**config.mk**
```make
export PLATFORM = sky130hd
export DESIGN_NAME = ps2_host_tx
export DESIGN_NICKNAME = d
export VERILOG_FILES = /design/src/rtl/ps2_pkg.sv /design/src/rtl/ps2_line_sync.sv /design/src/rtl/ps2_host_tx.sv
export SDC_FILE = /design/constraint.sdc
export NUM_CORES = 1
export LEC_CHECK = 0
export ABC_AREA = 1
export CAP_MARGIN = 0
export CORE_MARGIN = 2
export CORE_UTILIZATION = 54
export DETAILED_ROUTE_END_ITERATION = 16
export PLACE_DENSITY = 0.75
export SLEW_MARGIN = 15
export SYNTH_ARGS = -nofsm -noshare
export SYNTH_HDL_FRONTEND = slang
export SYNTH_SLANG_ARGS = --single-unit
```
**constraint.sdc**
```tcl
create_clock -name clk -period 2.2 [get_ports clk]
set_clock_uncertainty 0.15 [all_clocks]
set_input_delay 0.44 -clock clk [delete_from_list [all_inputs] [get_ports clk]]
set_output_delay 0.44 -clock clk [all_outputs]
set_load 0.01 [all_outputs]
```
**src/rtl/ps2_pkg.sv**
```systemverilog
// Shared types and constants for the PS/2 host transmit path.
package ps2_pkg;

    // Transmitter states, in transfer order.
    typedef enum logic [2:0] {
        IDLE,
        INHIBIT,
        REQ,
        SEND,
        ACK,
        WAIT_IDLE
    } ps2_tx_state_t;

    // Codes reported on err_code together with the err pulse.
    localparam logic [1:0] ERR_NONE     = 2'd0;
    localparam logic [1:0] ERR_NACK     = 2'd1;
    localparam logic [1:0] ERR_START_TO = 2'd2;
    localparam logic [1:0] ERR_XFER_TO  = 2'd3;

    // Frequently used device commands.
    localparam logic [7:0] CMD_RESET  = 8'hFF;
    localparam logic [7:0] CMD_ENABLE = 8'hF4;

    // Width of the saturating timeout counter.
    localparam int TO_W = 20;

    // Odd parity bit that completes a PS/2 frame for the given byte.
    function automatic logic odd_parity(input logic [7:0] d);
        return ~^d;
    endfunction

endpackage

```
**src/rtl/ps2_line_sync.sv**
```systemverilog
// Two-flop synchronizers for the PS/2 clock and data pads plus a clock
// falling-edge detector. Shared with the receive path.
module ps2_line_sync
    import ps2_pkg::*;
(
    input  logic clk,
    input  logic rst,
    input  logic clk_in,
    input  logic data_in,
    output logic clk_sync,
    output logic data_sync,
    output logic clk_fe
);

    logic clk_p0;
    logic clk_p1;
    logic clk_p2;
    logic data_p0;
    logic data_p1;

    // Synchronizer chains; reset to the idle (released, high) line level so
    // no spurious edge is seen when reset is lifted.
    always_ff @(posedge clk) begin
        if (!rst) begin
            clk_p0  <= 1'b1;
            clk_p1  <= 1'b1;
            clk_p2  <= 1'b1;
            data_p0 <= 1'b1;
            data_p1 <= 1'b1;
        end else begin
            // stage p0 -> p1: metastability settling
            clk_p0  <= clk_in;
            data_p0 <= data_in;
            // stage p1 -> p2: previous synchronized clock for edge detection
            clk_p1  <= clk_p0;
            data_p1 <= data_p0;
            clk_p2  <= clk_p1;
        end
    end

    assign clk_sync  = clk_p1;
    assign data_sync = data_p1;
    assign clk_fe    = clk_p2 & ~clk_p1;

endmodule

```
**src/rtl/ps2_host_tx.sv**
```systemverilog
// PS/2 host-to-device command transmitter: inhibits the bus, requests to
// send, shifts out start/data/parity/stop on device clock falling edges,
// then reports ACK (done), NACK or timeout (err + err_code).
module ps2_host_tx
    import ps2_pkg::*;
#(
    parameter int CLK_HZ      = 65_000_000,
    parameter int INHIBIT_US  = 100,
    parameter int START_TO_MS = 15,
    parameter int XFER_TO_MS  = 2
) (
    input  logic       clk,
    input  logic       rst,
    input  logic       tx_valid,
    input  logic [7:0] tx_data,
    output logic       tx_ready,
    output logic       busy,
    output logic       done,
    output logic       err,
    output logic [1:0] err_code,
    input  logic       ps2_clk_in,
    input  logic       ps2_data_in,
    output logic       ps2_clk_oe,
    output logic       ps2_data_oe
);

    // Cycle counts derived from the clock frequency.
    localparam int INH_CYC      = (CLK_HZ / 1_000_000) * INHIBIT_US;
    localparam int DATA_LEAD    = 65;
    localparam int DATA_ON_AT   = INH_CYC - DATA_LEAD - 1;
    localparam int INH_W        = $clog2(INH_CYC);
    localparam int START_TO_CYC = (CLK_HZ / 1000) * START_TO_MS;
    localparam int XFER_TO_CYC  = (CLK_HZ / 1000) * XFER_TO_MS;

    localparam logic [INH_W-1:0] INH_LAST     = INH_W'(INH_CYC - 1);
    localparam logic [INH_W-1:0] INH_DATA_ON  = INH_W'(DATA_ON_AT);
    localparam logic [TO_W-1:0]  START_TO_LIM = TO_W'(START_TO_CYC - 1);
    localparam logic [TO_W-1:0]  XFER_TO_LIM  = TO_W'(XFER_TO_CYC - 1);

    // Timeout counter increment that sticks at all-ones instead of wrapping.
    function automatic logic [TO_W-1:0] sat_inc(input logic [TO_W-1:0] v);
        return (&v) ? v : v + 1'b1;
    endfunction

    ps2_tx_state_t    state_q, state_d;
    logic             clk_oe_q, clk_oe_d;
    logic             data_oe_q, data_oe_d;
    logic             done_q, done_d;
    logic             err_q, err_d;
    logic [1:0]       err_code_q, err_code_d;
    logic [8:0]       shreg_q, shreg_d;
    logic [3:0]       bit_cnt_q, bit_cnt_d;
    logic [INH_W-1:0] inh_cnt_q, inh_cnt_d;
    logic [TO_W-1:0]  to_cnt_q, to_cnt_d;
    logic             ack_ok_q, ack_ok_d;

    logic clk_sync;
    logic data_sync;
    logic clk_fe;
    logic start_to;
    logic xfer_to;

    ps2_line_sync u_sync (
        .clk       (clk),
        .rst       (rst),
        .clk_in    (ps2_clk_in),
        .data_in   (ps2_data_in),
        .clk_sync  (clk_sync),
        .data_sync (data_sync),
        .clk_fe    (clk_fe)
    );

    assign start_to = (to_cnt_q >= START_TO_LIM);
    assign xfer_to  = (to_cnt_q >= XFER_TO_LIM);

    assign tx_ready    = (state_q == IDLE);
    assign busy        = (state_q != IDLE);
    assign done        = done_q;
    assign err         = err_q;
    assign err_code    = err_code_q;
    assign ps2_clk_oe  = clk_oe_q;
    assign ps2_data_oe = data_oe_q;

    // Next-state, line-enable and status logic; a timeout always takes
    // priority over a clock edge seen in the same cycle.
    always_comb begin
        state_d    = state_q;
        clk_oe_d   = clk_oe_q;
        data_oe_d  = data_oe_q;
        done_d     = 1'b0;
        err_d      = 1'b0;
        err_code_d = err_code_q;
        shreg_d    = shreg_q;
        bit_cnt_d  = bit_cnt_q;
        inh_cnt_d  = inh_cnt_q;
        to_cnt_d   = sat_inc(to_cnt_q);
        ack_ok_d   = ack_ok_q;

        unique case (state_q)
            IDLE: begin
                clk_oe_d  = 1'b0;
                data_oe_d = 1'b0;
                if (tx_valid && tx_ready) begin
                    shreg_d   = {odd_parity(tx_data), tx_data};
                    inh_cnt_d = '0;
                    clk_oe_d  = 1'b1;
                    state_d   = INHIBIT;
                end
            end

            INHIBIT: begin
                inh_cnt_d = inh_cnt_q + 1'b1;
                // Pull data low shortly before releasing the clock.
                if (inh_cnt_q >= INH_DATA_ON) begin
                    data_oe_d = 1'b1;
                end
                if (inh_cnt_q == INH_LAST) begin
                    clk_oe_d  = 1'b0;
                    data_oe_d = 1'b1;
                    bit_cnt_d = '0;
                    to_cnt_d  = '0;
                    state_d   = REQ;
                end
            end

            REQ: begin
                if (start_to) begin
                    clk_oe_d   = 1'b0;
                    data_oe_d  = 1'b0;
                    err_d      = 1'b1;
                    err_code_d = ERR_START_TO;
                    state_d    = IDLE;
                end else if (clk_fe) begin
                    // Device has started clocking; the transfer window begins.
                    to_cnt_d = '0;
                    state_d  = SEND;
                end
            end

            SEND: begin
                if (xfer_to) begin
                    clk_oe_d   = 1'b0;
                    data_oe_d  = 1'b0;
                    err_d      = 1'b1;
                    err_code_d = ERR_XFER_TO;
                    state_d    = IDLE;
                end else if (clk_fe) begin
                    if (bit_cnt_q == 4'd9) begin
                        data_oe_d = 1'b0;
                        state_d   = ACK;
                    end else begin
                        data_oe_d = ~shreg_q[0];
                        shreg_d   = {1'b0, shreg_q[8:1]};
                        bit_cnt_d = bit_cnt_q + 1'b1;
                    end
                end
            end

            ACK: begin
                if (xfer_to) begin
                    clk_oe_d   = 1'b0;
                    data_oe_d  = 1'b0;
                    err_d      = 1'b1;
                    err_code_d = ERR_XFER_TO;
                    state_d    = IDLE;
                end else if (clk_fe) begin
                    ack_ok_d = ~data_sync;
                    state_d  = WAIT_IDLE;
                end
            end

            WAIT_IDLE: begin
                if (xfer_to) begin
                    clk_oe_d   = 1'b0;
                    data_oe_d  = 1'b0;
                    err_d      = 1'b1;
                    err_code_d = ERR_XFER_TO;
                    state_d    = IDLE;
                end else if (clk_sync && data_sync) begin
                    if (ack_ok_q) begin
                        done_d = 1'b1;
                    end else begin
                        err_d      = 1'b1;
                        err_code_d = ERR_NACK;
                    end
                    state_d = IDLE;
                end
            end

            default: begin
                clk_oe_d  = 1'b0;
                data_oe_d = 1'b0;
                state_d   = IDLE;
            end
        endcase
    end

    // Control state register; reset releases both lines immediately.
    always_ff @(posedge clk) begin
        if (!rst) begin
            state_q    <= IDLE;
            clk_oe_q   <= 1'b0;
            data_oe_q  <= 1'b0;
            done_q     <= 1'b0;
            err_q      <= 1'b0;
            err_code_q <= ERR_NONE;
            bit_cnt_q  <= '0;
            inh_cnt_q  <= '0;
            to_cnt_q   <= '0;
            ack_ok_q   <= 1'b0;
        end else begin
            state_q    <= state_d;
            clk_oe_q   <= clk_oe_d;
            data_oe_q  <= data_oe_d;
            done_q     <= done_d;
            err_q      <= err_d;
            err_code_q <= err_code_d;
            bit_cnt_q  <= bit_cnt_d;
            inh_cnt_q  <= inh_cnt_d;
            to_cnt_q   <= to_cnt_d;
            ack_ok_q   <= ack_ok_d;
        end
    end

    // Frame shift register; contents are only meaningful once loaded.
    always_ff @(posedge clk) begin
        shreg_q <= shreg_d;
    end

endmodule

```
==> results.py, run 1 <==
metrics = {
    "outcome": {
        "status": "finished, final reports clean",
    },
    "synth": {
        "yosysMostFrequentCell": "nand2_1",
        "ys_seq_area_share_pct": 38.5,
        "netlist_instances": 469,
        "synth.area.top_cells": "dfxtp_1, nand2_1, edfxtp_1, nor2_1, inv_1",
        "synth_xor_area_share_pct": 4.63,
        "synth_largest_area_cell": "dfxtp_1",
        "async_flop_share_pct": 0,
        "synth-compound-area-share_pct": 11.8,
        "ys_ff_latch": 61,
        "yosysTopAreaCellShare_pct": 30.6,
        "synth_top_family_by_area": "simple AND/OR/NAND/NOR gates",
        "yosysWarnings": 0,
        "synth_common_cells": "nand2_1, nor2_1, dfxtp_1",
        "synth_flop_cell": "dfxtp_1",
        "syn-num-nets": 487,
        "synth_cell_type_count": 46,
        "syn_avg_cell_area_um2": 7.25,
        "synth_edf_count": 9,
        "synth_mux_area_share_pct": 0,
        "synthAdderAreaFrac_pct": 1.84,
        "synthSimpleGateAreaFrac_pct": 35.7,
        "syn_area_um2": 3400,
    },
    "critical_path": {
        "path_class": "register to output port",
        "critical-path-top-delay-family": "buffers and inverters",
        "r2r-end": "shreg_q[6]$_DFFE_PP_",
        "cp.depth": 3,
        "rr_worst_depth": 9,
        "start_kind": "register",
        "critPathMaxFanout": 5,
        "cp_slowest_cell": "clkdlybuf4s50_1",
        "crit_chain": "inv_1, nand2_2, clkdlybuf4s50_1",
        "max_stage_delay_ns": 0.55,
        "crit_arrival_ns": 1.51,
        "required_ns": 1.61,
        "endpoint_kind": "output port",
        "reg2reg_slack_ns": 0.14,
        "critPathBufInv": 2,
        "r2r-start": "to_cnt_q[0]$_SDFF_PN0_",
    },
    "floorplanning": {
        "die-area_um2": 6950,
        "die_x_um": 83.4,
        "pin_count": 21,
        "die_h_um": 83.4,
        "rows": 28,
        "initial_core_util_pct": 56.8,
        "core_um2": 5990,
    },
    "layout": {
        "nets": 520,
        "post-route-util_pct": 66.2,
        "layoutNonFillerInstCount": 582,
        "drive_gt1_share_pct": 15.2,
        "diodes": 0,
        "area.growth.synth_to_final_pct": 16.6,
    },
    "timing": {
        "finalCritPeriodShare_pct": 95.4,
        "hold_viol": 0,
        "finalMaxSlewViolations": 0,
        "setup_tns_ns": 0,
        "finalCriticalPeriod_ns": 2.10,
        "setup_viol": 0,
        "relSlewSlack_pct": 68.3,
        "rsz0062_at_grt": "false",
        "fmax_mhz": 476,
        "tightest_slew_ns": 0.475,
        "setup_slack_ns": 0.100,
    },
    "place": {
        "gp_congestion": 0.924,
        "port_buffers": 20,
        "hpwlAfterDp_um": 5660,
        "pre_cts_slack_ns": 0.153,
        "dp.cells": 566,
    },
    "route": {
        "antenna_left": 0,
        "wl_um": 7550,
        "dr.pass1.iters": 5,
        "num_vias": 3060,
        "wl_per_cell_um": 13.0,
        "drc": 0,
        "vias_per_cell": 5.26,
        "drtIter0Drc": 189,
    },
    "power_and_ir_drop": {
        "switching_share_pct": 33.6,
        "intPower_mw": 2.33,
        "p_leak_nw": 1.69,
        "power.switching_mw": 1.18,
        "p_seq_share_pct": 40.2,
        "combPwrFrac_pct": 29.8,
        "p_clk_share_pct": 30.0,
        "cellPowerDensity_nw_per_um2": 883,
        "ir_drop_uv": 822,
        "total_power_mw": 3.50,
    },
    "clock_network": {
        "cts_buffers": 9,
        "cts_setup_buffers": 0,
        "cts-root-buf": "clkbuf_8",
        "cts_tree": "built",
        "cts.sinks": 61,
        "clockBufferDepth": 2,
        "clkTransAtPathRegs_ns": 0.07,
        "cts_max_level": 3,
        "clkLatencyLatePin_ns": 0.34,
    },
    "flow_run": {
        "maxCapViolations": 0,
    },
    "grt": {
        "grt_max_degree": 21,
        "grt_antenna_before_repair": 0,
        "grt_usage_pct": 22.4,
        "grt_pass1_wl_um": 12800,
        "grt_pass1_vias": 2783,
        "grt_overflow": 0,
    },
    "worst_hold_path": {
        "worstHoldEndpoint": "u_sync.clk_sync$_SDFF_PN1_",
        "min_path_cells": 1,
        "hp-class": "register to register",
        "hold_start": "u_sync.clk_p0$_SDFF_PN1_",
    },
}
-- cells in the final DEF (no fill, tap or decap), drive strengths merged, types with 2 or more instances in the layout --
cell             n
nand3           24
xor2            11
dfxtp           52
nand4           12
a221oi           3
xnor2            7
a21oi           31
ha               5
nand2          116
clkinv           4
a31oi            2
a211oi           3
nor2            79
inv             52
or2              7
o22ai            2
o21ai           19
edfxtp           9
clkbuf          12
clkdlybuf4s50   19
buf             12
nor3            14
-- cells by family (layout without fill, tap and decap cells) --
logic type | count (synthesis) | after routing
AO/OA/AOI/OAI | 67 | 67
AND/OR/NAND/NOR | 255 | 255
adder cells (fa/ha/maj) | 5 | 5
XOR/XNOR | 18 | 18
buffers and inverters | 63 | 101
flip-flops | 61 | 61
-- state kept, by name, summed over array words and instances (netlist names) --
| name | count |
|---|---|
| ack_ok_q | 1 |
| done | 1 |
| err | 1 |
| to_cnt_q | 20 |
| u_sync.data_p0 | 1 |
| u_sync.clk_sync | 1 |
| ps2_data_oe | 1 |
| u_sync.clk_p0 | 1 |
| inh_cnt_q | 13 |
| u_sync.data_sync | 1 |
| ps2_clk_oe | 1 |
| shreg_q | 9 |
| u_sync.clk_p2 | 1 |
| err_code | 2 |
| bit_cnt_q | 4 |
| state_q | 3 |
-- metal layers --
metal / routed length [um] / GRT usage (%) / vias to the layer above
met5: 0 / 0 / -
met4: 80 / 7.00 / 0
met3: 450 / 5.77 / 10
met2: 3220 / 33.2 / 86
met1: 3800 / 32.1 / 1373
li1: - / - / 1591
-- repair_timing --
| item | CTS | global route |
|---|---|---|
| resized for setup | 3 | 1 |
| endpoints found under the setup margin | 1 | 1 |
| hold buffers | 0 | 0 |
-- final cells by class --
| cell class | count | area, um^2 |
|---|---|---|
| Clock buffer | 12 | 165 |
| Sequential cell | 61 | 1310 |
| Tap cell | 75 | 93.8 |
| Fill cell | 534 | 2030 |
| Inverter | 53 | 200 |
| Clock inverter | 4 | 45.0 |
| Timing Repair Buffer | 32 | 302 |
| Multi-Input combinational cell | 345 | 1850 |
-- worst max-delay path by stage --
stage                                       start                        to  slack [ns]
after global routing       to_cnt_q[0]$_SDFF_PN0_      shreg_q[6]$_DFFE_PP_       0.006
after CTS                 state_q[2]$_SDFFE_PN0P_                      busy        0.11
after detailed placement   to_cnt_q[0]$_SDFF_PN0_  shreg_q[8]$_SDFFCE_PP0P_        0.15
final                     state_q[2]$_SDFFE_PN0P_                      busy        0.10
after floorplan            to_cnt_q[0]$_SDFF_PN0_      shreg_q[0]$_DFFE_PP_        0.05
after global placement     to_cnt_q[0]$_SDFF_PN0_  shreg_q[8]$_SDFFCE_PP0P_        0.22
-- power by group through the flow --
| stage | Combinational (mW) | Sequential [mW] | Clock [mW] |
|---|---|---|---|
| finish | 1.04 | 1.41 | 1.05 |
| global route | 1.16 | 1.42 | 1.11 |
| CTS | 1.03 | 1.41 | 1.06 |
| detailed placement | 1.02 | 1.43 | 0 |
| global placement | 0.998 | 1.42 | 0 |
| floorplan | 0.687 | 1.42 | 0 |
-- per-stage QoR --
step	hold WS (ns)	cell area (um^2)
after floorplan	0.243	3400
after global placement	0.255	3740
after detailed placement	0.265	3740
after CTS	0.275	3960
after global routing	0.284	3970
final	0.270	3970
(Power assumes the default switching activity.)
==> inputs of run 2 (changes only) <==
--- a/config.mk
+++ b/config.mk
@@ -8,9 +8,10 @@
 export ABC_AREA = 1
 export CAP_MARGIN = 0
 export CORE_MARGIN = 2
-export CORE_UTILIZATION = 54
+export CORE_UTILIZATION = 64
+export CTS_CLUSTER_SIZE = 20
 export DETAILED_ROUTE_END_ITERATION = 16
-export PLACE_DENSITY = 0.75
+export PLACE_DENSITY = 0.84
 export SLEW_MARGIN = 15
 export SYNTH_ARGS = -nofsm -noshare
 export SYNTH_HDL_FRONTEND = slang
==> constraint.sdc (replaced) <==
create_clock -name clk -period 2.6 [get_ports clk]
set_clock_uncertainty 0.15 [all_clocks]
set_input_delay 0.52 -clock clk [delete_from_list [all_inputs] [get_ports clk]]
set_output_delay 0.52 -clock clk [all_outputs]
set_load 0.01 [all_outputs]
==> run 2 against run 1 <==
Effect of this change:
- die area is 15% lower
- global-route usage grew 5.2 points
- routed wire length increased by 0.46%
- design area decreased by 1.5%
- critical endpoint is now tx_ready
- largest cell class unchanged
- sequential cell count stayed put
- register-to-register slack gained 0.31 ns
- via count grew 2.0%
==> results.py, run 2 (synthesis results as in run 1) <==
metrics = {
    "route": {
        "wl_um": 7580,
        "drc": 0,
        "antenna_left": 0,
        "num_vias": 3121,
        "drtIter0Drc": 255,
        "dr.pass1.iters": 6,
        "wl_per_cell_um": 13.3,
        "vias_per_cell": 5.47,
    },
    "clock_network": {
        "cts_max_level": 3,
        "cts-root-buf": "clkbuf_8",
        "cts_buffers": 9,
        "holdBufCountCts": 0,
        "clockBufferDepth": 2,
        "cts_setup_buffers": 0,
        "postCtsResizedCells": 0,
        "cts.sinks": 61,
        "cts_tree": "built",
        "clkLatencyLatePin_ns": 0.33,
        "clkTransAtPathRegs_ns": 0.07,
    },
    "timing": {
        "tightest_slew_ns": 0.505,
        "setup_tns_ns": 0,
        "hold_viol": 0,
        "relSlewSlack_pct": 66.1,
        "setup_viol": 0,
        "rsz0062_at_grt": "false",
        "fmax_mhz": 428,
        "finalCritPeriodShare_pct": 90.0,
        "finalMaxSlewViolations": 0,
        "finalCriticalPeriod_ns": 2.34,
    },
    "critical_path": {
        "rr_worst_depth": 11,
        "path_class": "register to output port",
        "crit_start": "state_q[1]$_SDFFE_PN0P_",
        "critical-path-top-delay-family": "buffers and inverters",
        "critPathMaxFanout": 5,
        "reg2reg_slack_ns": 0.45,
        "crit_arrival_ns": 1.67,
        "crit_chain": "nor2_1, nand2_1, inv_1, clkdlybuf4s50_1",
        "critPathBufInv": 2,
        "required_ns": 1.93,
        "start_kind": "register",
        "cp_slowest_cell": "clkdlybuf4s50_1",
        "endpoint_kind": "output port",
        "max_stage_delay_ns": 0.54,
        "r2r-start": "inh_cnt_q[1]$_SDFFE_PN0P_",
        "r2r-end": "bit_cnt_q[3]$_SDFFE_PN0P_",
    },
    "floorplanning": {
        "die_h_um": 76.9,
        "rows": 26,
        "die_x_um": 76.9,
        "die-area_um2": 5920,
        "initial_core_util_pct": 66.6,
        "core_um2": 5110,
        "pin_count": 21,
    },
    "place": {
        "port_buffers": 20,
        "dp.cells": 555,
        "hpwlAfterDp_um": 5480,
        "gp_congestion": 0.920,
    },
    "power_and_ir_drop": {
        "p_leak_nw": 1.66,
        "total_power_mw": 3.01,
        "cellPowerDensity_nw_per_um2": 772,
        "ir_drop_uv": 595,
    },
    "grt": {
        "grt_usage_pct": 27.6,
        "use_met1_pct": 38.7,
        "grt_antenna_before_repair": 0,
        "grt-busiest-layer": "met2",
        "met2_usage_pct": 41.8,
        "grt_overflow": 0,
        "gr-usage-met3_pct": 4.82,
        "grt_pass1_wl_um": 13100,
        "grt_max_degree": 21,
        "grt_pass1_vias": 2908,
    },
    "layout": {
        "largest_register": "to_cnt_q",
        "largestRegisters": "to_cnt_q: 20 flops, inh_cnt_q: 13 flops, shreg_q: 9 flops",
        "drive_gt1_share_pct": 13.6,
        "final_common_cell": "nand2_1",
        "layoutNonFillerInstCount": 571,
        "nets": 514,
        "area.growth.synth_to_final_pct": 14.8,
        "diodes": 0,
        "largest_reg_flops": 20,
        "final_cell_mix": "nand2_1, nor2_1, dfxtp_1",
    },
    "worst_hold_path": {
        "hold_start": "u_sync.clk_p0$_SDFF_PN1_",
        "min_path_cells": 1,
        "worstHoldEndpoint": "u_sync.clk_sync$_SDFF_PN1_",
        "hp-class": "register to register",
    },
    "outcome": {
        "status": "finished, final reports clean",
    },
    "flow_run": {
        "maxCapViolations": 0,
    },
}
## run 2: routing by layer
metal,vias to the layer above,share of wire [%]
met4,0,2.3
met2,115,45
met5,-,0
met3,15,6.3
li1,1588,-
met1,1403,47
## run 2: how the worst max path moves through the flow
stage	end	slack, ns	depth (start not counted)
floorplan	shreg_q[0]$_DFFE_PP_	0.45	8
global placement	shreg_q[7]$_DFFE_PP_	0.55	9
detailed placement	shreg_q[7]$_DFFE_PP_	0.49	9
CTS	tx_ready	0.27	4
global route	bit_cnt_q[3]$_SDFFE_PN0P_	0.11	11
finish	tx_ready	0.26	4
## run 2: metrics by stage
step	hold WS [ns]	utilization (%)	setup WS (ns)	instance area, um^2
after global routing	0.277	76.5	0.110	3910
final	0.263	76.5	0.261	3910
after floorplan	0.243	-	0.447	3400
after detailed placement	0.253	72.0	0.490	3680
after CTS	0.269	76.5	0.267	3910
after global placement	0.249	72.0	0.549	3680
## run 2: power by group
group          switching [mW]  internal [mW]  leakage (nW)
clock network           0.364          0.589         0.116
registers              0.0744           1.12         0.508
logic                   0.547          0.320          1.04
total                   0.986           2.03          1.66
## run 2: cell type report
type	count	area (um^2)
clock buffer	12	155
timing repair buffer	26	245
inverter	53	200
fill	404	1200
multi-input combinational	345	1840
sequential	61	1310
tap	70	87.6
clock inverter	4	70.1
